<file path="config.mk">
export PLATFORM = sky130hd
export DESIGN_NAME = iob2axi_wr_split_flat
export DESIGN_NICKNAME = d
export VERILOG_FILES = /design/src/rtl/iob2axi_wr_split_if.sv /design/src/rtl/iob2axi_wr_split.sv /design/src/flat_wrapper.sv
export SDC_FILE = /design/constraint.sdc
export NUM_CORES = 1
export LEC_CHECK = 0
export BUFFER_PORTS_ARGS = -buffer_cell sky130_fd_sc_hd__buf_2
export CORE_MARGIN = 2
export CORE_UTILIZATION = 34
export DETAILED_ROUTE_END_ITERATION = 8
export PLACE_DENSITY = 0.62
export SLEW_MARGIN = 20
export SYNTH_ARGS = -nofsm -noshare
export SYNTH_HDL_FRONTEND = slang
export SYNTH_SLANG_ARGS = --single-unit
export TNS_END_PERCENT = 50
</file>
<file path="constraint.sdc">
create_clock -name clk -period 7.2 [get_ports clk]
set_input_delay 1.44 -clock clk [delete_from_list [all_inputs] [get_ports clk]]
set_output_delay 1.44 -clock clk [all_outputs]
set_load 0.01 [all_outputs]
</file>
<file path="src/rtl/iob2axi_wr_split_if.sv">
// Bus bundle for iob2axi_wr_split: native read-side request port plus the AXI4 write channels.
// The master modport is the DMA engine side; the slave modport is the memory/source side.
interface iob2axi_wr_split_if #(
   parameter int ADDR_W    = 32,
   parameter int DATA_W    = 32,
   parameter int AXI_LEN_W = 8,
   parameter int AXI_ID_W  = 1
);
   logic                  m_valid;
   logic [ADDR_W-1:0]     m_addr;
   logic [DATA_W-1:0]     m_rdata;
   logic [DATA_W/8-1:0]   m_rstrb;
   logic                  m_ready;

   logic [AXI_ID_W-1:0]   m_axi_awid;
   logic [ADDR_W-1:0]     m_axi_awaddr;
   logic [AXI_LEN_W-1:0]  m_axi_awlen;
   logic [2:0]            m_axi_awsize;
   logic [1:0]            m_axi_awburst;
   logic                  m_axi_awlock;
   logic [3:0]            m_axi_awcache;
   logic [2:0]            m_axi_awprot;
   logic [3:0]            m_axi_awqos;
   logic                  m_axi_awvalid;
   logic                  m_axi_awready;

   logic [DATA_W-1:0]     m_axi_wdata;
   logic [DATA_W/8-1:0]   m_axi_wstrb;
   logic                  m_axi_wlast;
   logic                  m_axi_wvalid;
   logic                  m_axi_wready;

   logic [1:0]            m_axi_bresp;
   logic                  m_axi_bvalid;
   logic                  m_axi_bready;

   modport master (
      output m_valid, m_addr,
      input  m_rdata, m_rstrb, m_ready,
      output m_axi_awid, m_axi_awaddr, m_axi_awlen, m_axi_awsize, m_axi_awburst,
             m_axi_awlock, m_axi_awcache, m_axi_awprot, m_axi_awqos, m_axi_awvalid,
      input  m_axi_awready,
      output m_axi_wdata, m_axi_wstrb, m_axi_wlast, m_axi_wvalid,
      input  m_axi_wready,
      input  m_axi_bresp, m_axi_bvalid,
      output m_axi_bready
   );

   modport slave (
      input  m_valid, m_addr,
      output m_rdata, m_rstrb, m_ready,
      input  m_axi_awid, m_axi_awaddr, m_axi_awlen, m_axi_awsize, m_axi_awburst,
             m_axi_awlock, m_axi_awcache, m_axi_awprot, m_axi_awqos, m_axi_awvalid,
      output m_axi_awready,
      input  m_axi_wdata, m_axi_wstrb, m_axi_wlast, m_axi_wvalid,
      output m_axi_wready,
      output m_axi_bresp, m_axi_bvalid,
      input  m_axi_bready
   );
endinterface

</file>
<file path="src/rtl/iob2axi_wr_split.sv">
// Native-to-AXI4 write DMA: fetches LEN words from a native source and writes them as INCR bursts,
// each at most MAX_BURST beats and never crossing a 4 KB page; one burst outstanding at a time.
module iob2axi_wr_split #(
   parameter int ADDR_W    = 32,
   parameter int DATA_W    = 32,
   parameter int LEN_W     = 16,
   parameter int AXI_LEN_W = 8,
   parameter int AXI_ID_W  = 1,
   parameter int AXI_ID    = 0,
   parameter int MAX_BURST = 256
) (
   input  logic                clk,
   input  logic                rst,
   input  logic                run,
   input  logic [ADDR_W-1:0]   addr,
   input  logic [LEN_W-1:0]    length,
   output logic                ready,
   output logic                error,
   iob2axi_wr_split_if.master  bus
);
   localparam int BYTES = DATA_W / 8;
   localparam int SHIFT = $clog2(BYTES);
   localparam logic [ADDR_W-1:0]  ALIGN_MASK = ~ADDR_W'(BYTES - 1);
   localparam logic [ADDR_W-1:0]  WORD_STEP  = ADDR_W'(BYTES);
   localparam logic [AXI_LEN_W:0] ONE_BEAT   = (AXI_LEN_W+1)'(1);

   localparam logic [1:0] S_IDLE = 2'd0;
   localparam logic [1:0] S_ADDR = 2'd1;
   localparam logic [1:0] S_DATA = 2'd2;
   localparam logic [1:0] S_RESP = 2'd3;

   // Beats allowed from a word-aligned page offset: min(remaining, MAX_BURST, words left in the 4 KB page).
   function automatic logic [AXI_LEN_W:0] burst_calc(input logic [11:0] page_off,
                                                     input logic [LEN_W-1:0] rem);
      logic [31:0] page_words;
      logic [31:0] b;
      page_words = (32'd4096 - {20'd0, page_off}) >> SHIFT;
      b = 32'(rem);
      if (b > 32'(MAX_BURST)) b = 32'(MAX_BURST);
      if (b > page_words) b = page_words;
      return (AXI_LEN_W+1)'(b);
   endfunction

   logic [1:0]           state;
   logic [ADDR_W-1:0]    burst_addr;
   logic [LEN_W-1:0]     remaining;
   logic [AXI_LEN_W:0]   beats;
   logic [AXI_LEN_W:0]   fetched;
   logic [AXI_LEN_W-1:0] aw_len;
   logic                 aw_valid;
   logic [ADDR_W-1:0]    rd_addr;
   logic                 buf_full;
   logic                 buf_last;
   logic [DATA_W-1:0]    buf_data;
   logic [BYTES-1:0]     buf_strb;
   logic                 b_ready;

   logic                 pop;
   logic                 fetch_en;
   logic                 fetch;
   logic [ADDR_W-1:0]    start_addr;
   logic [ADDR_W-1:0]    next_addr;
   logic [LEN_W-1:0]     next_rem;
   logic [AXI_LEN_W:0]   first_beats;
   logic [AXI_LEN_W:0]   next_beats;

   assign pop         = buf_full & bus.m_axi_wready;
   // The buffer may be refilled in the same cycle it drains, which sustains one beat per cycle.
   assign fetch_en    = (state == S_DATA) && (fetched < beats) && (!buf_full || pop);
   assign fetch       = fetch_en & bus.m_ready;
   assign start_addr  = addr & ALIGN_MASK;
   assign next_addr   = burst_addr + (ADDR_W'(beats) << SHIFT);
   assign next_rem    = remaining - LEN_W'(beats);
   assign first_beats = burst_calc(start_addr[11:0], length);
   assign next_beats  = burst_calc(next_addr[11:0], next_rem);

   // Transfer sequencing, burst sizing, data buffer and response accumulation.
   always_ff @(posedge clk or posedge rst) begin
      if (rst) begin
         state      <= S_IDLE;
         ready      <= 1'b1;
         error      <= 1'b0;
         burst_addr <= '0;
         remaining  <= '0;
         beats      <= '0;
         fetched    <= '0;
         aw_len     <= '0;
         aw_valid   <= 1'b0;
         rd_addr    <= '0;
         buf_full   <= 1'b0;
         buf_last   <= 1'b0;
         buf_data   <= '0;
         buf_strb   <= '0;
         b_ready    <= 1'b0;
      end else begin
         case (state)
            S_IDLE: begin
               if (run) begin
                  error <= 1'b0;
                  if (length != '0) begin
                     ready      <= 1'b0;
                     burst_addr <= start_addr;
                     rd_addr    <= start_addr;
                     remaining  <= length;
                     beats      <= first_beats;
                     aw_len     <= AXI_LEN_W'(first_beats - ONE_BEAT);
                     aw_valid   <= 1'b1;
                     state      <= S_ADDR;
                  end
               end
            end
            S_ADDR: begin
               if (bus.m_axi_awready) begin
                  aw_valid <= 1'b0;
                  fetched  <= '0;
                  state    <= S_DATA;
               end
            end
            S_DATA: begin
               if (fetch) begin
                  buf_full <= 1'b1;
                  buf_last <= ((fetched + ONE_BEAT) == beats);
                  buf_data <= bus.m_rdata;
                  buf_strb <= bus.m_rstrb;
                  fetched  <= fetched + ONE_BEAT;
                  rd_addr  <= rd_addr + WORD_STEP;
               end else if (pop) begin
                  buf_full <= 1'b0;
                  buf_last <= 1'b0;
               end
               if (pop && buf_last) begin
                  b_ready <= 1'b1;
                  state   <= S_RESP;
               end
            end
            S_RESP: begin
               if (bus.m_axi_bvalid) begin
                  error      <= error | (bus.m_axi_bresp != 2'b00);
                  b_ready    <= 1'b0;
                  burst_addr <= next_addr;
                  remaining  <= next_rem;
                  if (next_rem == '0) begin
                     ready <= 1'b1;
                     state <= S_IDLE;
                  end else begin
                     rd_addr  <= next_addr;
                     beats    <= next_beats;
                     aw_len   <= AXI_LEN_W'(next_beats - ONE_BEAT);
                     aw_valid <= 1'b1;
                     state    <= S_ADDR;
                  end
               end
            end
            default: state <= S_IDLE;
         endcase
      end
   end

   assign bus.m_valid       = fetch_en;
   assign bus.m_addr        = rd_addr;

   assign bus.m_axi_awid    = AXI_ID_W'(AXI_ID);
   assign bus.m_axi_awaddr  = burst_addr;
   assign bus.m_axi_awlen   = aw_len;
   assign bus.m_axi_awsize  = 3'(SHIFT);
   assign bus.m_axi_awburst = 2'b01;
   assign bus.m_axi_awlock  = 1'b0;
   assign bus.m_axi_awcache = 4'b0010;
   assign bus.m_axi_awprot  = 3'b010;
   assign bus.m_axi_awqos   = 4'b0000;
   assign bus.m_axi_awvalid = aw_valid;

   assign bus.m_axi_wdata   = buf_data;
   assign bus.m_axi_wstrb   = buf_strb;
   assign bus.m_axi_wlast   = buf_last;
   assign bus.m_axi_wvalid  = buf_full;

   assign bus.m_axi_bready  = b_ready;
endmodule
</file>
<file path="src/flat_wrapper.sv">
// flat-port wrapper written by rule: the top's interface ports become plain ports
module iob2axi_wr_split_flat 
#(
   parameter int ADDR_W    = 32,
   parameter int DATA_W    = 32,
   parameter int LEN_W     = 16,
   parameter int AXI_LEN_W = 8,
   parameter int AXI_ID_W  = 1,
   parameter int AXI_ID    = 0,
   parameter int MAX_BURST = 256
)
  (clk, rst, run, addr, length, ready, error, bus_m_valid, bus_m_addr, bus_m_rdata, bus_m_rstrb, bus_m_ready, bus_m_axi_awid, bus_m_axi_awaddr, bus_m_axi_awlen, bus_m_axi_awsize, bus_m_axi_awburst, bus_m_axi_awlock, bus_m_axi_awcache, bus_m_axi_awprot, bus_m_axi_awqos, bus_m_axi_awvalid, bus_m_axi_awready, bus_m_axi_wdata, bus_m_axi_wstrb, bus_m_axi_wlast, bus_m_axi_wvalid, bus_m_axi_wready, bus_m_axi_bresp, bus_m_axi_bvalid, bus_m_axi_bready);
  iob2axi_wr_split_if #(.ADDR_W(ADDR_W), .DATA_W(DATA_W), .AXI_LEN_W(AXI_LEN_W), .AXI_ID_W(AXI_ID_W)) bus_i ();
  input  logic clk;
  input  logic rst;
  input  logic run;
  input  logic [ADDR_W-1:0] addr;
  input  logic [LEN_W-1:0] length;
  output logic ready;
  output logic error;
  output wire logic [$bits(bus_i.m_valid)-1:0] bus_m_valid;
  output wire logic [$bits(bus_i.m_addr)-1:0] bus_m_addr;
  input wire logic [$bits(bus_i.m_rdata)-1:0] bus_m_rdata;
  input wire logic [$bits(bus_i.m_rstrb)-1:0] bus_m_rstrb;
  input wire logic [$bits(bus_i.m_ready)-1:0] bus_m_ready;
  output wire logic [$bits(bus_i.m_axi_awid)-1:0] bus_m_axi_awid;
  output wire logic [$bits(bus_i.m_axi_awaddr)-1:0] bus_m_axi_awaddr;
  output wire logic [$bits(bus_i.m_axi_awlen)-1:0] bus_m_axi_awlen;
  output wire logic [$bits(bus_i.m_axi_awsize)-1:0] bus_m_axi_awsize;
  output wire logic [$bits(bus_i.m_axi_awburst)-1:0] bus_m_axi_awburst;
  output wire logic [$bits(bus_i.m_axi_awlock)-1:0] bus_m_axi_awlock;
  output wire logic [$bits(bus_i.m_axi_awcache)-1:0] bus_m_axi_awcache;
  output wire logic [$bits(bus_i.m_axi_awprot)-1:0] bus_m_axi_awprot;
  output wire logic [$bits(bus_i.m_axi_awqos)-1:0] bus_m_axi_awqos;
  output wire logic [$bits(bus_i.m_axi_awvalid)-1:0] bus_m_axi_awvalid;
  input wire logic [$bits(bus_i.m_axi_awready)-1:0] bus_m_axi_awready;
  output wire logic [$bits(bus_i.m_axi_wdata)-1:0] bus_m_axi_wdata;
  output wire logic [$bits(bus_i.m_axi_wstrb)-1:0] bus_m_axi_wstrb;
  output wire logic [$bits(bus_i.m_axi_wlast)-1:0] bus_m_axi_wlast;
  output wire logic [$bits(bus_i.m_axi_wvalid)-1:0] bus_m_axi_wvalid;
  input wire logic [$bits(bus_i.m_axi_wready)-1:0] bus_m_axi_wready;
  input wire logic [$bits(bus_i.m_axi_bresp)-1:0] bus_m_axi_bresp;
  input wire logic [$bits(bus_i.m_axi_bvalid)-1:0] bus_m_axi_bvalid;
  output wire logic [$bits(bus_i.m_axi_bready)-1:0] bus_m_axi_bready;
  assign bus_m_valid = bus_i.m_valid;
  assign bus_m_addr = bus_i.m_addr;
  assign bus_i.m_rdata = bus_m_rdata;
  assign bus_i.m_rstrb = bus_m_rstrb;
  assign bus_i.m_ready = bus_m_ready;
  assign bus_m_axi_awid = bus_i.m_axi_awid;
  assign bus_m_axi_awaddr = bus_i.m_axi_awaddr;
  assign bus_m_axi_awlen = bus_i.m_axi_awlen;
  assign bus_m_axi_awsize = bus_i.m_axi_awsize;
  assign bus_m_axi_awburst = bus_i.m_axi_awburst;
  assign bus_m_axi_awlock = bus_i.m_axi_awlock;
  assign bus_m_axi_awcache = bus_i.m_axi_awcache;
  assign bus_m_axi_awprot = bus_i.m_axi_awprot;
  assign bus_m_axi_awqos = bus_i.m_axi_awqos;
  assign bus_m_axi_awvalid = bus_i.m_axi_awvalid;
  assign bus_i.m_axi_awready = bus_m_axi_awready;
  assign bus_m_axi_wdata = bus_i.m_axi_wdata;
  assign bus_m_axi_wstrb = bus_i.m_axi_wstrb;
  assign bus_m_axi_wlast = bus_i.m_axi_wlast;
  assign bus_m_axi_wvalid = bus_i.m_axi_wvalid;
  assign bus_i.m_axi_wready = bus_m_axi_wready;
  assign bus_i.m_axi_bresp = bus_m_axi_bresp;
  assign bus_i.m_axi_bvalid = bus_m_axi_bvalid;
  assign bus_m_axi_bready = bus_i.m_axi_bready;
  iob2axi_wr_split #(.ADDR_W(ADDR_W), .DATA_W(DATA_W), .LEN_W(LEN_W), .AXI_LEN_W(AXI_LEN_W), .AXI_ID_W(AXI_ID_W), .AXI_ID(AXI_ID), .MAX_BURST(MAX_BURST)) u_core (.clk(clk), .rst(rst), .run(run), .addr(addr), .length(length), .ready(ready), .error(error), .bus(bus_i));
endmodule
</file>
Word-level counts from Yosys, hierarchy flattened
Cells that the tools add are included.

Equality and inequality tests: 12. Order comparisons: 5. Add/sub/neg operators: 8. Bitwise logic cells: 3. Reduce and logical (&&, ||, !) cells: 26. Muxes and demuxes: 56.

Operators with widths (number): $mux 32 (6); $pmux 32 s3 (1); $mux 16 (5); $mux 9 (8); $pmux 32 s2 (1); $gt 16x30->1 (2); $pmux 9 s2 (2); $add 32x11->32 (1); $add 32x3->32 const B (1); $gt 16x9->1 const B (2); $mux 8 (4); $pmux 16 s2 (1); $sub 13x12->14 const A (2); $mux 1 (17); $logic_not 16->1 (1); $pmux 8 s2 (1); $reduce_bool 16->1 (1); $sub 16x9->16 (1); $sub 8x1->8 const B (2); $reduce_and 5->1 (3); $reduce_and 6->1 (2); $mux 2 (5); $ne 2x2->1 const B (5); $reduce_bool 2->1 (5); other kinds (19) (31).

Bits of input ports: 93. Register bits: 150. Logic and storage cells: 125.

Logic depth before layout (Yosys ltp)
Depth in word-level cells: 9. Gate-level depth with buffers: 25. Mapped depth without buffers: 24.

Worst setup path after synthesis
Ideal clock, no wire load.

Kind: flip-flop to flip-flop. Start point: register u_core.remaining[0]. End point: register u_core.aw_len[7] (netlist: u_core.bus.m_axi_awlen[7]). Clock period less this slack: 5.165 ns. Slack: 2.035 ns. Arrival: 5.026 ns. Data required time: 7.061 ns. Stages on the path, launching flop included: 24. Cell sequence: dfrtp_1 inv_1 ha_1 inv_1 fa_1 a211oi_2 o21ba_2 o2111ai_1 a2111oi_0 a21boi_1 or3_1 buf_2 nor3_1 ha_1 and3_1 o21ai_0 a31oi_1 o22ai_1 clkbuf_1 o21ai_0 o22a_1 nor4b_2 a31o_1 a31oi_1.

Cells in the longest elaborated chain, start to end: 9.

RTL lines: start, declared (RTL line iob2axi_wr_split.sv:46) `logic [LEN_W-1:0] remaining;`; start signal, assigned (RTL line iob2axi_wr_split.sv:104) `remaining <= length;`; start signal, assigned (RTL line iob2axi_wr_split.sv:141) `remaining <= next_rem;`; $sub 16x9->16 (*) (RTL line iob2axi_wr_split.sv:73) `assign next_rem = remaining - LEN_W'(beats);`; $gt 16x9->1 (RTL line iob2axi_wr_split.sv:39) `if (b > 32'(MAX_BURST)) b = 32'(MAX_BURST);`; $mux 16 (RTL line iob2axi_wr_split.sv:39); $gt 16x30->1 (RTL line iob2axi_wr_split.sv:40) `if (b > page_words) b = page_words;`; $mux 9 (RTL line iob2axi_wr_split.sv:40); $sub 8x1->8 (RTL line iob2axi_wr_split.sv:148) `aw_len <= AXI_LEN_W'(next_beats - ONE_BEAT);`; $mux 8 (RTL line iob2axi_wr_split.sv:142) `if (next_rem == '0) begin`; $mux 8 (RTL line iob2axi_wr_split.sv:137) `if (bus.m_axi_bvalid) begin`; $pmux 8 s2 (RTL line iob2axi_wr_split.sv:96) `case (state)`; end signal, assigned (RTL line iob2axi_wr_split.sv:106) `aw_len <= AXI_LEN_W'(first_beats - ONE_BEAT);`; end signal, assigned (RTL line iob2axi_wr_split.sv:148); end, declared (RTL line iob2axi_wr_split.sv:49) `logic [AXI_LEN_W-1:0] aw_len;`.

Every way passes the cells marked *; elsewhere a longest branch is shown, timed or not. The select of a mux whose other input is x is not followed. A chain may end at the register's enable or synchronous reset.

Worst setup path after layout
Start point: register u_core.beats[1]. End point: register u_core.aw_len[4] (netlist: u_core.bus.m_axi_awlen[4]).

Cells in the longest elaborated chain, start to end: 9.

RTL lines: start, declared (RTL line iob2axi_wr_split.sv:47) `logic [AXI_LEN_W:0] beats;`; start signal, assigned (RTL line iob2axi_wr_split.sv:105) `beats <= first_beats;`; start signal, assigned (RTL line iob2axi_wr_split.sv:147) `beats <= next_beats;`; parallel branches: the longest is 9 deep, another holds $add 32x11->32.

Parallel ways; which one is timed is not known. The select of a mux whose other input is x is not followed.

==> summary.txt <==
Status
  – Outcome: completed

Power
  – Net Sw Power: 3270 µW
  – P_leak: 0.00566 µW
  – Logic gate share of total power: between 60% and 70%
  – Sw Share: 49.5%
  – Clock share of power: 13.9%
  – Power density over the cells: 522 nW/µm²
  – Max rail drop VDD: roughly 0.27 mV
  – Int Power: ~3300 µW
  – Register share of total power: 25.3%

Floorplan
  – Core area: 30700 µm²
  – Num ports: 226
  – Initial core utilization: 34.8%
  – Die W: 181 µm
  – # rows: between 60 and 70
  – Die H: 181 µm
  – Die area: 32900 µm²

Finish
  – Layout cells sized above 1: 22.3%
  – Area growth syn-to-layout: 18.3%
  – Layout Nets: around 1600
  – Final Cell Area: ~13000 µm²
  – Antenna diodes: 0

Drt
  – Drt total wl: between 30000 and 40000 µm
  – Antenna Violating Nets Remaining: 0
  – Drt drc: 0
  – DR iter-0 viols: 726
  – Average routed wire per standard cell: 17.7 µm
  – DR vias: 10000
  – Pre-Repair DR Iteration Count: 5
  – Vias per cell: between 5 and 6

Worst setup path
  – Setup CP Type: flip-flop to flip-flop
  – WP data arrival: 6.40 ns
  – CP Launch Type: flip-flop
  – Setup crit end kind: flip-flop
  – Worst Path Required: about 7.5 ns
  – Worst-case reg-to-reg path depth: 23
  – Reg2Reg Setup Slack: approximately 1.1 ns
  – RR Startpoint: u_core.beats[1]
  – Critical path fanouts, max: 13
  – FF-to-FF End: u_core.bus.m_axi_awlen[4]

STA
  – Slew Limit Fails: 0
  – Tcrit/Tclk final: 84.6%
  – Min cycle time layout: a little over 6 ns
  – Hold slack: a little under 0.5 ns
  – RSZ-0062 raised after global routing: no
  – Worst-Margin Slew: about 1.1 ns
  – FMAX: between 0.15 and 0.2 GHz
  – Hold Violations, Final: 0
  – Max-slew headroom: 27.6%
  – Final setup vio count: 0
  – Post-Route Setup TNS: 0 ns
  – Clock Skew: 0.0126 ns

Clock network
  – CTS Buf Count: 17
  – Worst-case clock buffer depth: 2
  – Clock Latency Late Sink: roughly 0.43 ns
  – CTS Root Cell: clkbuf_16
  – H-tree depth: 4
  – Clock Pin Slew Worst Setup and Hold Paths: about 0.070 ns
  – Clock Sinks: around 150
  – Post-CTS setup buffers: 0
  – Post-cts gate resize count: 0
  – # hold bufs at CTS: 0
  – CTS tree: yes

Place
  – Cell Area, Placed: ~12000 µm²
  – IO buf count: approximately 200
  – GP Congestion: 0.878
  – Detailed Place HPWL: about 24000 µm

Synth
  – Synthesized instance count: 1263
  – Yosys top cell area share: 34.2%
  – Avg Inst Size Synth: between 8 and 9 µm²
  – Register area share after synthesis: 34.4%
  – Synth top area cells: dfrtp_1, ha_1, nand2_1, o21ai_0, mux2_2
  – Cell variety after synth: 85
  – Post-synth ARST share: 100%
  – Seq cells post-synth: about 150
  – Mapped cell area: 10700 µm²
  – Count leader, synth: nand2_1
  – Commonest register cell after synthesis: dfrtp_1
  – Yosys top cell by area: dfrtp_1
  – Most frequent cells after synthesis: nand2_1, dfrtp_1, nor2_1
  – EDFF count, synth: 0
  – Yosys Warn Count: 0

Hold path
  – Min-delay worst type: flip-flop to flip-flop
  – Hold depth: 2
  – Hold Path Sink: u_core.remaining[4]
  – Hold Crit Start: u_core.remaining[4]

GRT
  – Total grt overflow: 0
  – GRT Total Usage: 19.9%
  – Initial antenna violation count: 0
  – First-pass GRT wire length: 51700 µm
  – Largest net degree at the start of global routing: 61
  – Vias in the first global route: 9341

Flow run
  – Maxcap violations: 0
## registers in the layout (all words and copies together) (netlist names), 2 cells and up
| name | cells |
|---|---|
| u_core.bus.m_axi_wdata | 32 |
| u_core.bus.m_addr | 31 |
| u_core.bus.m_axi_awaddr | 30 |
| u_core.remaining | 16 |
| u_core.beats | 9 |
| u_core.fetched | 9 |
| u_core.bus.m_axi_awlen | 8 |
| u_core.bus.m_axi_wstrb | 4 |
| u_core.state | 2 |
## kinds of logic after synthesis
group                      synth area share, %
xor gates and xnor gates                  6.15
muxes                                     5.02
AOI/OAI and AO/OA                         21.7
adders and majority gates                 7.40
other                                   0.0703
buffers and inverters                     5.56
DFF                                       34.4
and+or+nand+nor                           19.6
## layout make-up
class	count	area, µm²
repair buffers	219	1140
inverters	48	185
fillers	3188	18100
multi-input cells	1010	6540
clock buffers	22	484
well taps	396	495
flip-flops and latches	147	3680
clock inverters	10	123
## through the flow
| stage | std cells | total power [µW] | setup slack, ns | util (%) |
|---|---|---|---|---|
| floorplan | 1285 | 4440 | 1.81 | - |
| global placement | 1820 | 5580 | 1.11 | 39.1 |
| detailed placement | 1820 | 5660 | 1.27 | 39.1 |
| CTS | 1852 | 6620 | 1.25 | 41.1 |
| global route | 1852 | 7170 | 0.681 | 41.1 |
| finish | 1852 | 6600 | 1.11 | 41.1 |
## cells in the final DEF (no fill, tap or decap), types with 25 or more instances in the layout
| master | instances |
|---|---|
| a21oi_1 | 76 |
| buf_2 | 203 |
| dfrtp_1 | 146 |
| ha_1 | 58 |
| inv_1 | 47 |
| mux2_2 | 37 |
| nand2_1 | 160 |
| nand3_1 | 46 |
| nor2_1 | 102 |
| o21ai_0 | 89 |
| o22ai_1 | 25 |
| xnor2_1 | 43 |
| xor2_1 | 32 |
## worst max-delay path by stage
stage | from | endpoint | slack, ns | cells after the start
floorplan | rst | u_core.beats[0] | 1.81 | 1
global placement | length[0] | u_core.bus.m_axi_awlen[4] | 1.11 | 18
detailed placement | length[0] | u_core.bus.m_axi_awlen[7] | 1.27 | 15
CTS | u_core.beats[1] | u_core.bus.m_axi_awlen[4] | 1.25 | 23
global route | u_core.beats[1] | u_core.bus.m_axi_awlen[4] | 0.68 | 23
finish | u_core.beats[1] | u_core.bus.m_axi_awlen[4] | 1.11 | 23
## worst max-delay path: stages (launching register included)
cell and delay [ns]:
dfrtp_1 0.45, inv_1 0.19, fa_1 0.51, a211oi_2 0.41, o21ba_2 0.23, o2111ai_1 0.13
a2111oi_0 0.56, a21boi_1 0.25, or3_1 0.49, nor3_1 0.19, ha_1 0.28, and3_1 0.18
o21ai_0 0.16, a31oi_1 0.11, o22ai_1 0.13, buf_4 0.22, inv_1 0.12, nor4_1 0.44
a21o_1 0.27, inv_1 0.06, ha_1 0.24, nand3_1 0.10, xnor2_1 0.14, o21ai_0 0.10
## per-layer routing
layer  GRT usage (%)  vias up  routed length (µm)
met4            6.50        0                 665
met5               0        -                   0
met3            2.80       34                1440
met1            27.0     4826               15100
met2            32.6      292               15500
li1                -     4876                   -
## power by group through the flow
stage               sequential (µW)  clock [µW]  combinational [µW]
detailed placement             1680           0                3990
floorplan                      1700           0                2740
CTS                            1670         941                4010
global placement               1670           0                3910
finish                         1670         919                4020
global route                   1740         977                4460
Power figures use the tool's default switching activity.
